`src/rtl/arb_requester_if.sv`:
```
// Bundle of the upstream beat port, the arbiter req/gnt pair and the shared-bus beat port.
// slave = requester side, master = the surrounding environment.
interface arb_requester_if #(
  parameter int DATA_W = 16,
  parameter int DEPTH  = 4
);
  localparam int CW = $clog2(DEPTH) + 1;

  logic              in_valid;
  logic              in_ready;
  logic [DATA_W-1:0] in_data;
  logic              in_last;
  logic              req;
  logic              gnt;
  logic              out_valid;
  logic [DATA_W-1:0] out_data;
  logic              out_last;
  logic [CW-1:0]     burst_cnt;
  logic              ovf_err;

  modport slave (
    input  in_valid, in_data, in_last, gnt,
    output in_ready, req, out_valid, out_data, out_last, burst_cnt, ovf_err
  );

  modport master (
    output in_valid, in_data, in_last, gnt,
    input  in_ready, req, out_valid, out_data, out_last, burst_cnt, ovf_err
  );
endinterface

```
`src/rtl/arb_requester.sv`:
```
// Client-side requester shell: queues beats, requests only with a whole burst queued, holds req
// until the burst's last beat leaves. ARB_REQ_RELEASE_EN inserts a one-cycle req gap after each burst.
module arb_requester #(
  parameter int DATA_W = 16,
  parameter int DEPTH  = 4
) (
  input  logic          clk,
  input  logic          rst_n,
  arb_requester_if.slave bus
);
  localparam int AW = $clog2(DEPTH);
  localparam int CW = AW + 1;

  typedef struct packed {
    logic              last;
    logic [DATA_W-1:0] data;
  } beat_t;

  typedef enum logic [1:0] {
    IDLE,
    ACTIVE
`ifdef ARB_REQ_RELEASE_EN
    , GAP
`endif
  } state_t;

  beat_t         r_mem [DEPTH];
  logic [AW-1:0] r_wptr, r_rptr;
  logic [CW-1:0] r_count, r_bcnt;
  state_t        r_state;
  logic          r_req;
  logic          r_ovf;

  logic          w_full, w_push, w_pop, w_push_last, w_pop_last;
  logic [CW-1:0] w_count_nxt, w_bcnt_nxt;
  beat_t         w_head;

  assign w_full      = (r_count == CW'(DEPTH));
  assign w_push      = bus.in_valid & ~w_full;
  assign w_head      = r_mem[r_rptr];
  // req is only high with a whole burst queued, so a granted cycle always has a head beat
  assign w_pop       = r_req & bus.gnt;
  assign w_push_last = w_push & bus.in_last;
  assign w_pop_last  = w_pop & w_head.last;

  always_comb begin
    w_count_nxt = r_count;
    if (w_push && !w_pop)      w_count_nxt = r_count + CW'(1);
    else if (w_pop && !w_push) w_count_nxt = r_count - CW'(1);
  end

  always_comb begin
    w_bcnt_nxt = r_bcnt;
    if (w_push_last && !w_pop_last)      w_bcnt_nxt = r_bcnt + CW'(1);
    else if (w_pop_last && !w_push_last) w_bcnt_nxt = r_bcnt - CW'(1);
  end

  always_ff @(posedge clk) begin
    if (w_push) r_mem[r_wptr] <= '{last: bus.in_last, data: bus.in_data};
  end

  always_ff @(posedge clk or negedge rst_n) begin
    if (!rst_n) begin
      r_wptr  <= '0;
      r_rptr  <= '0;
      r_count <= '0;
      r_bcnt  <= '0;
      r_ovf   <= 1'b0;
    end else begin
      if (w_push) r_wptr <= r_wptr + AW'(1);
      if (w_pop)  r_rptr <= r_rptr + AW'(1);
      r_count <= w_count_nxt;
      r_bcnt  <= w_bcnt_nxt;
      // a full FIFO holding no burst end can never drain
      if (w_count_nxt == CW'(DEPTH) && w_bcnt_nxt == '0) r_ovf <= 1'b1;
    end
  end

  always_ff @(posedge clk or negedge rst_n) begin
    if (!rst_n) begin
      r_state <= IDLE;
      r_req   <= 1'b0;
    end else begin
      case (r_state)
        IDLE: begin
          if (w_bcnt_nxt != '0) begin
            r_state <= ACTIVE;
            r_req   <= 1'b1;
          end
        end
        ACTIVE: begin
`ifdef ARB_REQ_RELEASE_EN
          if (w_pop_last) begin
            r_state <= GAP;
            r_req   <= 1'b0;
          end
`else
          if (w_pop_last && w_bcnt_nxt == '0) begin
            r_state <= IDLE;
            r_req   <= 1'b0;
          end
`endif
        end
`ifdef ARB_REQ_RELEASE_EN
        GAP: begin
          if (r_bcnt != '0) begin
            r_state <= ACTIVE;
            r_req   <= 1'b1;
          end else begin
            r_state <= IDLE;
            r_req   <= 1'b0;
          end
        end
`endif
        default: begin
          r_state <= IDLE;
          r_req   <= 1'b0;
        end
      endcase
    end
  end

  assign bus.in_ready  = ~w_full;
  assign bus.req       = r_req;
  assign bus.out_valid = w_pop;
  assign bus.out_data  = w_head.data;
  assign bus.out_last  = w_head.last;
  assign bus.burst_cnt = r_bcnt;
  assign bus.ovf_err   = r_ovf;
endmodule

```
`src/flat_wrapper.sv`:
```
// flat-port wrapper written by rule: the top's interface ports become plain ports
module arb_requester_flat 
#(
  parameter int DATA_W = 16,
  parameter int DEPTH  = 4
)
  (clk, rst_n, bus_in_valid, bus_in_data, bus_in_last, bus_gnt, bus_in_ready, bus_req, bus_out_valid, bus_out_data, bus_out_last, bus_burst_cnt, bus_ovf_err);
  arb_requester_if #(.DATA_W(DATA_W), .DEPTH(DEPTH)) bus_i ();
  input  logic clk;
  input  logic rst_n;
  input wire logic [$bits(bus_i.in_valid)-1:0] bus_in_valid;
  input wire logic [$bits(bus_i.in_data)-1:0] bus_in_data;
  input wire logic [$bits(bus_i.in_last)-1:0] bus_in_last;
  input wire logic [$bits(bus_i.gnt)-1:0] bus_gnt;
  output wire logic [$bits(bus_i.in_ready)-1:0] bus_in_ready;
  output wire logic [$bits(bus_i.req)-1:0] bus_req;
  output wire logic [$bits(bus_i.out_valid)-1:0] bus_out_valid;
  output wire logic [$bits(bus_i.out_data)-1:0] bus_out_data;
  output wire logic [$bits(bus_i.out_last)-1:0] bus_out_last;
  output wire logic [$bits(bus_i.burst_cnt)-1:0] bus_burst_cnt;
  output wire logic [$bits(bus_i.ovf_err)-1:0] bus_ovf_err;
  assign bus_i.in_valid = bus_in_valid;
  assign bus_i.in_data = bus_in_data;
  assign bus_i.in_last = bus_in_last;
  assign bus_i.gnt = bus_gnt;
  assign bus_in_ready = bus_i.in_ready;
  assign bus_req = bus_i.req;
  assign bus_out_valid = bus_i.out_valid;
  assign bus_out_data = bus_i.out_data;
  assign bus_out_last = bus_i.out_last;
  assign bus_burst_cnt = bus_i.burst_cnt;
  assign bus_ovf_err = bus_i.ovf_err;
  arb_requester #(.DATA_W(DATA_W), .DEPTH(DEPTH)) u_core (.clk(clk), .rst_n(rst_n), .bus(bus_i));
endmodule
```
`config.mk`:
```
export PLATFORM = sky130hd
export DESIGN_NAME = arb_requester_flat
export DESIGN_NICKNAME = d
export VERILOG_FILES = /design/src/rtl/arb_requester_if.sv /design/src/rtl/arb_requester.sv /design/src/flat_wrapper.sv
export SDC_FILE = /design/constraint.sdc
export NUM_CORES = 1
export LEC_CHECK = 0
export CAP_MARGIN = 20
export CORE_AREA = 2 2 79 81
export DETAILED_ROUTE_END_ITERATION = 8
export DIE_AREA = 0 0 81 83
export PLACE_DENSITY = 0.92
export SLEW_MARGIN = 30
export SYNTH_ARGS = -nofsm -noshare
export SYNTH_HDL_FRONTEND = slang
export SYNTH_SLANG_ARGS = --single-unit
```
`constraint.sdc`:
```
create_clock -name clk -period 3.35 [get_ports clk]
set_clock_uncertainty 0.2 [all_clocks]
set_input_delay 0.335 -clock clk [delete_from_list [all_inputs] [get_ports clk]]
set_output_delay 0.335 -clock clk [all_outputs]
set_load 0.01 [all_outputs]
```
# Yosys cells after proc, flatten, opt, wreduce, memory -nomap -nowiden
# Memories as Yosys holds them, arrays and structs flattened.
# Index checks and enable logic that the tools add are counted.
# W data, S select, Z words.
# word_totals
out_inout_bits	24
ff_bits	14
ramBits	68
word_cells	50
memories	1
# memory_table
memory	words	width	read_ports	rd_ports_with_merged_regs	wr	line_no	source
u_core.r_mem	4	17	1	0	1	arb_requester.sv:27	beat_t r_mem [DEPTH];
# classes
n_bitwise	5
n_addsub	6
muxes	12
n_reduce_logical	14
n_eq_ne	5
# ops
op	count
$mux W3	4
$add A3 B1 Y3 const B	2
$eq A3 B3 Y1 const B	2
$logic_and A1 B1 Y1	6
$sub A3 B1 Y3 const B	2
$add A2 B1 Y2 const B	2
$and A1 B1 Y1	4
$logic_not A1 Y1	4
$mux W1	4
$mux W2	2
$ne A2 B1 Y1 const B	2
$pmux W2 S2	1
$logic_not A3 Y1	1
$reduce_bool A3 Y1	1
$eq A2 B1 Y1 const B	1
$logic_not A2 Y1	1
$pmux W1 S2	1
$reduce_and A2 Y1	1
$not A1 Y1	1

# Logic depth before layout (Yosys ltp)
# Gate-level depths: netlist (run 1).
# depth
word_depth	12
mapped_depth	8
depth_no_buf	7

# Worst setup path after synthesis (run 1)
# No wires, ideal clock.
# synth_timing
path_kind	register to register
from	register u_core.r_count[0]
to	memory u_core.r_mem[0][0] (netlist name) (enable)
path_stages_with_launch	6
period_less_slack_ps	2221
path_slack_ps	1129
t_required_ps	2775
arrival_time_ps	1646
setup_time_ps	375
path_buffers	1
path_cell_list	dfrtp_1 inv_1 ha_1 a21boi_2 clkbuf_1 and2_1
# synth_between
elab_chain_cells	5
# synth_lines
item	line_no	source
start, declared	arb_requester.sv:29	logic [CW-1:0] r_count, r_bcnt;
start signal, assigned	arb_requester.sv:72	r_count <= w_count_nxt;
$eq A3 B3 Y1	arb_requester.sv:38	assign w_full = (r_count == CW'(DEPTH));
$not A1 Y1	arb_requester.sv:39	assign w_push = bus.in_valid & ~w_full;
$and A1 B1 Y1	arb_requester.sv:39	
$mux W1	arb_requester.sv:59	if (w_push) r_mem[r_wptr] <= '{last: bus.in_last, data: bus.in_data};
$mux W1 (not written as such)	arb_requester.sv:59	
end, declared	arb_requester.sv:27	
# No other way between the ends.

# Worst setup path after layout (run 1)
# layout_timing
from	register u_core.r_rptr[0]
to	output bus_out_data[4]
# layout_between
elab_chain_cells	1
# layout_lines
item	line_no	source
start, declared	arb_requester.sv:28	logic [AW-1:0] r_wptr, r_rptr;
start signal, assigned	arb_requester.sv:71	if (w_pop) r_rptr <= r_rptr + AW'(1);
$mem_v2 Z4 W17	--	
end, declared	flat_wrapper.sv:18	output wire logic [$bits(bus_i.out_data)-1:0] bus_out_data;
# No other way between the ends.

==> run metrics, run 1 <==
cell taking the most area after synthesis=edfxtp_1; WL/cell=roughly 19 um; vias per inst=5.531; syn nets=roughly 200; Lkg Pwr=0.001481 uW; count of cell types in the netlist=34; Worst Path Buf+Inv=2; fill count=roughly 370; Post-DRT Antenna Nets=0; first-pass GRT wire length=~9100 um; Synth top area share=about 62%; Worst-path clk slew=~0.080 ns; CP Capture Type=output pin; I/O Buffers=between 40 and 50; Tmin final=roughly 2.8 ns; Worst EP arrival=2.28 ns; worst reg-to-reg path cell count=5; worst flop-to-flop path endpoint=u_core.bus.ovf_err$_DFFE_PN0P_; DRC Markers=0; Starting DRT DRC Count=between 100 and 150; Initial Util=a little under three fifths; internal power=about 2600 uW; final wirelength=5841 um; Post-Layout Inst Area=about 0.0041 mm^2; sw frac=~30%; cts hold-fix bufs=0; Syn Inst Count=around 170; sw power=between 1000 and 1500 uW; share of layout cells above drive strength 1=roughly 17%; most common cell in the netlist=edfxtp_1; Critical Path Source Type=flop; FP Rows=28; f_max=about 0.36 GHz; Power Density=slightly above 900 mW/mm^2; chip height=slightly above 80 um; Slew Limit Fails=0; crit-path cells=buf_4, mux4_2, clkdlybuf4s50_1; final worst-path cycle share=84.06%; number of synthesized flops with an enable pin=between 60 and 70; Max Buffers Root-to-Sink=2; H-tree level count=3; DR pass1 iterations=4; Clock power frac=about a quarter; vias=approximately 1.7k; GP Congestion=~0.76; Async S/R FF share, synth=~15%; largest net degree at the start of global routing=18; Post-CTS Setup Repair Bufs=0; Synth Flop Type=edfxtp_1; setup tns final=0 ns; num ports=between 40 and 50; max_cap viols=0; die footprint=~0.0067 mm^2; CTS tree=built; clock sinks=80; flops & latches, synth=80; sequential element share of the synthesized area=a little under three quarters; r2r startpoint=u_core.r_rptr[1]$_DFFE_PN0P_; Max IR drop VDD=~360 uV; CTS Buf Count=9; cts repair resizes=0; worst-skew pair later-pin latency=~0.34 ns; largest stage delay on the critical path=0.62 ns; Remaining Overflow, GRT=0; Register-to-Register Setup Slack=1.00 ns; placed instance area=0.003837 mm^2; Gate power share=a little over a third; RSZ-0062 raised after global routing=false; critical path fanouts, max=10; Setup CP Type=reg2out; cell family with most CP delay=buffers and inverters; Final setup viols=0; status=finished, final reports clean; slew of the pin with the lowest slew margin=about 0.57 ns; area of the multi-input gates=around 870 um^2; syn avg cell area=19.50 um^2; Post-DP HPWL=slightly below 4000 um; slowest library cell on the worst path=dfrtp_1; Core Footprint=around 0.0058 mm^2; top post-synthesis cells by count=68 x edfxtp_1, 12 x dfrtp_1, 11 x mux4_2; Hold Vio Cnt, Final=0; # diodes=0; Ys Warns=0; DIE WIDTH=between 80 and 90 um; Critical Path RT=between 2 and 3 ns; initial antenna violation count=0; Seq pwr share=between 30% and 40%; root buf cell=clkbuf_8; nets=about 260; Layout area overhead=25.48%; Slew headroom=about three fifths; Storage cell area=0.002342 mm^2; Netlist Area Pre-Place=between 0.003 and 0.004 mm^2; top post-synthesis cells by area=edfxtp_1 62%, dfrtp_1 9.2%, mux4_2 7.6%, mux4_1 4.0%, ha_1 3.4%; Hold Path Class=in2async; vias in the first global route=1788; GRT Resource Usage Total=between 10% and 20%
-- sequential cells by signal (all words and copies together), names as in the netlist --
signal                flops
u_core.r_state            1
u_core.r_wptr             2
u_core.r_mem             68
u_core.r_count            3
u_core.r_rptr             2
u_core.bus.burst_cnt      3
u_core.bus.ovf_err        1
-- power by group through the flow --
stage	clock (uW)	combinational, uW	sequential (uW)
final	938	1330	1470
after global routing	990	1430	1490
after CTS	948	1350	1470
after detailed placement	0	1330	1490
after global placement	0	1270	1470
after floorplan	0	819	1420
-- placed cells by master, fill, tap and decap left out, types with 3 or more instances in the layout --
cell type / instances
bufinv_16: 4
o21ai_0: 3
edfxtp_1: 68
clkbuf_8: 9
mux4_1: 5
buf_4: 8
mux4_2: 11
and2_1: 5
nand2_1: 6
ha_1: 9
xnor2_1: 9
clkdlybuf4s50_1: 44
dfrtp_1: 12
inv_1: 8
-- worst max path at each step --
| stage | start | endpoint | slack [ns] | cells past startpoint |
|---|---|---|---|---|
| final | u_core.r_rptr[0]$_DFFE_PN0P_ | bus_out_data[4] | 0.53 | 3 |
| after global routing | u_core.r_rptr[0]$_DFFE_PN0P_ | bus_out_data[4] | 0.44 | 3 |
| after CTS | u_core.r_rptr[0]$_DFFE_PN0P_ | bus_out_data[4] | 0.49 | 3 |
| after detailed placement | u_core.r_rptr[0]$_DFFE_PN0P_ | bus_out_data[4] | 0.88 | 3 |
| after global placement | u_core.r_rptr[0]$_DFFE_PN0P_ | bus_out_data[1] | 0.91 | 3 |
| after floorplan | u_core.r_count[0]$_DFF_PN0_ | u_core.r_mem[0][0]$_DFFE_PP_ | 1.13 | 5 |
-- metal layers --
layer	GRT usage, %	wire (um)	vias to the layer above
li1	-	-	774
met1	22.20	2331	863
met2	32.76	3192	39
met3	3.913	191	11
met4	9.553	125	0
met5	0	0	-
-- layout make-up --
class / instances / share of cell area, %
Timing Repair Buffer: 52 / 12.18
Clock buffer: 9 / 3.014
Tap cell: 75 / 2.283
Inverter: 8 / 0.7306
Sequential cell: 80 / 56.99
Clock inverter: 7 / 3.623
Multi-Input combinational cell: 74 / 21.19
-- logic make-up (layout without fill, tap and decap cells) --
group,count (synthesis),after routing,share of synthesized area (%)
xor gates and xnor gates,9,9,2.407
AOI/OAI and AO/OA,15,15,4.049
and+or+nand+nor,20,20,3.323
buffers and inverters,14,76,1.910
DFF,80,80,71.51
adders and majority gates,10,10,3.743
muxes,20,20,13.06
-- stage by stage --
| step | hold WS [ns] | utilization, % | power (uW) | std cells | setup slack (ns) |
|---|---|---|---|---|---|
| after floorplan | -0.1606 | - | 2242 | 168 | 1.129 |
| after global placement | 0.2540 | 65.99 | 2745 | 289 | 0.9129 |
| after detailed placement | 0.2571 | 65.99 | 2824 | 289 | 0.8803 |
| after CTS | 0.1541 | 70.68 | 3764 | 305 | 0.4918 |
| after global routing | 0.1720 | 70.68 | 3907 | 305 | 0.4392 |
| final | 0.1534 | 70.68 | 3737 | 305 | 0.5340 |
Note: power is estimated with default switching activity, not from simulation.
==> run 2, diff against run 1 <==
--- a/config.mk
+++ b/config.mk
@@ -6,10 +6,10 @@
 export NUM_CORES = 1
 export LEC_CHECK = 0
 export CAP_MARGIN = 20
-export CORE_AREA = 2 2 79 81
+export CORE_AREA = 2 2 81 83
 export DETAILED_ROUTE_END_ITERATION = 8
-export DIE_AREA = 0 0 81 83
-export PLACE_DENSITY = 0.92
+export DIE_AREA = 0 0 83 85
+export PLACE_DENSITY = 0.89
 export SLEW_MARGIN = 30
 export SYNTH_ARGS = -nofsm -noshare
 export SYNTH_HDL_FRONTEND = slang
==> constraint.sdc (replaced) <==
create_clock -name clk -period 2.64 [get_ports clk]
set_clock_uncertainty 0.2 [all_clocks]
set_input_delay 0.264 -clock clk [delete_from_list [all_inputs] [get_ports clk]]
set_output_delay 0.264 -clock clk [all_outputs]
set_load 0.01 [all_outputs]
==> run 2 against run 1 <==
  * Setup slack worse by 0.43 ns
  * Non-clock buffer count is 3 higher
  * Routed wire length shrank 2.6%
  * Register-to-register slack worse by 0.59 ns
  * Cell area is 0.49% lower
  * Via count shrank 0.83%
  * Combinational power up 33%
  * Critical endpoint is now bus_out_data[6]
  * Global-route usage is 1.3 points lower
  * Critical path type unchanged
  * Clock-buffer cell count did not move
  * Clock power fell by 5.5%
  * Critical path depth is the same
  * First-iteration DRC count down 23%
==> run metrics, run 2 (synthesis gave the netlist of run 1 again) <==
CTS Buf Count=9 (unchanged); Hold Path Class=in2async; placed instance count=294 (+1.7%); chip height=85 um (+2.4%); Lkg Pwr=0.001468 uW (-0.89%); vias per inst=5.397 (-2.4%); hold slack=0.06344 ns (-0.08994 ns); r2r startpoint=u_core.r_count[1]$_DFF_PN0_; vias in the first global route=1795 (+0.39%); Starting DRT DRC Count=90 (-23%); slew of the pin with the lowest slew margin=0.5455 ns (-0.02778 ns); RSZ-0062 raised after global routing=false; clock sinks=80 (unchanged); fill count=405 (+8.6%); Max IR drop VDD=644.2 uV (+81%); # diodes=0 (unchanged); worst-skew pair later-pin latency=0.35 ns (about the same); DR pass1 iterations=4 (unchanged); Biggest register=u_core.r_mem; die footprint=0.007055 mm^2 (+4.9%); critical path fanouts, max=18 (+8); Seq pwr share=40.7% (+1.4 points); max_cap viols=0 (unchanged); most common cell after layout, fill and taps aside=edfxtp_1; Post-DP HPWL=3961 um (+1.3%); root buf cell=clkbuf_8; Final setup viols=0 (unchanged); f_max=between 0.3 and 0.4 GHz; Power Density=1096 mW/mm^2 (+21%); Setup CP Type=reg2out; final wirelength=5687 um (-2.6%); WL/cell=18.35 um (-4.2%); vias=1673 (-0.83%); internal power=3100 uW (+18%); Slew headroom=63.52% (+1.9 points); GRT Resource Usage Total=17.70% (-1.3 points); critical path launch point=u_core.r_rptr[0]$_DFFE_PN0P_; nets=258 (+1.2%); status=finished, final reports clean; Slew Limit Fails=0 (unchanged); Worst EP arrival=2.08 ns (-0.20 ns); H-tree level count=3 (unchanged); commonest non-fill, non-tap cells in the layout=68 x edfxtp_1, 44 x clkdlybuf4s50_1, 11 x mux4_2, 11 x dfrtp_1; first-pass GRT wire length=9142 um (+0.92%); Gate power share=39.5% (+3.9 points); Clock power frac=19.8% (-5.3 points); share of layout cells above drive strength 1=18.88% (+1.5 points); Post-DRT Antenna Nets=0 (unchanged); DIE WIDTH=83 um (+2.5%); CTS tree=built; Remaining Overflow, GRT=0 (unchanged); largest net degree at the start of global routing=19 (+1); sw power=1384 uW (+25%); num ports=45 (unchanged); I/O Buffers=44 (unchanged); Initial Util=52.79% (-3.5 points); DRC Markers=0 (unchanged); setup tns final=0 ns (unchanged); Max Buffers Root-to-Sink=2 (unchanged); Hold Vio Cnt, Final=0 (unchanged); FP Rows=29 (+3.6%); Core Footprint=0.006205 mm^2 (+6.7%); final worst-path cycle share=approximately 96%; CP Capture Type=output pin; Non-Filler Instances=310 (+1.6%); Largest register FFs=68 (unchanged); initial antenna violation count=0 (unchanged); Critical Path Source Type=flop; sw frac=30.86% (+1.3 points); Worst-path clk slew=0.08 ns (about the same); Tmin final=2.540 ns; Layout area overhead=24.87%; GP Congestion=0.7744 (+1.8%); Critical Path RT=2.18 ns (-0.63 ns)
run 2: cell count changes in the layout (fill, tap and decap cells not counted):
cell | previous run | this run
clkinv_4 | 0 | 1
inv_6 | 2 | 3
inv_8 | 1 | 0
dfrtp_1 | 12 | 11
buf_12 | 0 | 2
bufinv_16 | 4 | 1
buf_4 | 8 | 9
clkinvlp_4 | 0 | 1
clkinv_2 | 0 | 1
dfrtp_2 | 0 | 1
run 2: final cells by class:
cell class / instances / area, um^2 / share of cell area, %
inverters: 8 / 30.03 / 0.7342
flip-flops and latches: 80 / 2344 / 57.30
multi-input cells: 74 / 870.8 / 21.29
repair buffers: 55 / 548.0 / 13.40
clock buffers: 9 / 123.9 / 3.028
clock inverters: 7 / 77.57 / 1.897
well taps: 77 / 96.34 / 2.355
run 2: worst max-delay path: stages (launching register included):
cell and delay, ns:
dfrtp_2 0.43, buf_12 0.20, mux4_1 0.60, clkdlybuf4s50_1 0.50
run 2: path summary, 6_finish.rpt:
path                                                endpoint  slack (ns)  depth (start not counted)
setup / recovery                             bus_out_data[6]         0.1                          3
hold / removal             u_core.bus.burst_cnt[0]$_DFF_PN0_        0.06                          1
setup reg to reg                u_core.r_mem[1][8]$_DFFE_PP_        0.41                          6
hold reg to reg               u_core.bus.ovf_err$_DFFE_PN0P_        0.31                          2
max in group asynchronous       u_core.r_rptr[0]$_DFFE_PN0P_        1.79                          1
min in group clk              u_core.bus.ovf_err$_DFFE_PN0P_        0.31                          2
run 2: power groups by stage:
stage / Clock, uW / Sequential, uW / Combinational (uW)
2_1_floorplan: 0 / 1800 / 1040
3_3_place_gp: 0 / 1830 / 1720
3_5_place_dp: 0 / 1850 / 1780
4_1_cts: 906 / 1830 / 1800
5_1_grt: 961 / 1850 / 1920
6_report: 886 / 1830 / 1770
run 2: routing by layer:
metal | routed length, um | share of wire (%) | GRT usage, % | vias to the layer above
met5 | 0 | 0 | 0 | -
met4 | 112 | 2.0 | 6.855 | 0
met3 | 239 | 4.2 | 5.837 | 10
met2 | 3013 | 53 | 30.21 | 44
met1 | 2322 | 41 | 21.06 | 838
li1 | - | - | - | 781
run 2: stage by stage:
| stage | total power (uW) | util [%] | setup slack [ns] | instance area [um^2] |
|---|---|---|---|---|
| finish | 4484 | 65.92 | 0.09954 | 4090 |
| global route | 4731 | 65.92 | 0.02285 | 4090 |
| CTS | 4532 | 65.90 | 0.02277 | 4089 |
| detailed placement | 3631 | 62.65 | 0.2943 | 3887 |
| global placement | 3556 | 62.65 | 0.3946 | 3887 |
| floorplan | 2845 | - | 0.4192 | 3276 |
run 2: repair_timing:
| item | CTS | global route |
|---|---|---|
| setup buffers | 0 | 0 |
| setup endpoints to repair | 0 | 3 |
| hold buffers | 0 | 0 |
| gates resized for setup | 0 | 1 |
==> run 3, diff against run 2 <==
--- a/config.mk
+++ b/config.mk
@@ -5,6 +5,7 @@
 export SDC_FILE = /design/constraint.sdc
 export NUM_CORES = 1
 export LEC_CHECK = 0
+export ABC_AREA = 0
 export CAP_MARGIN = 20
 export CORE_AREA = 2 2 81 83
 export DETAILED_ROUTE_END_ITERATION = 8
==> results of run 3 <==
The final DEF is identical to that of run 2; final timing and power are the same.
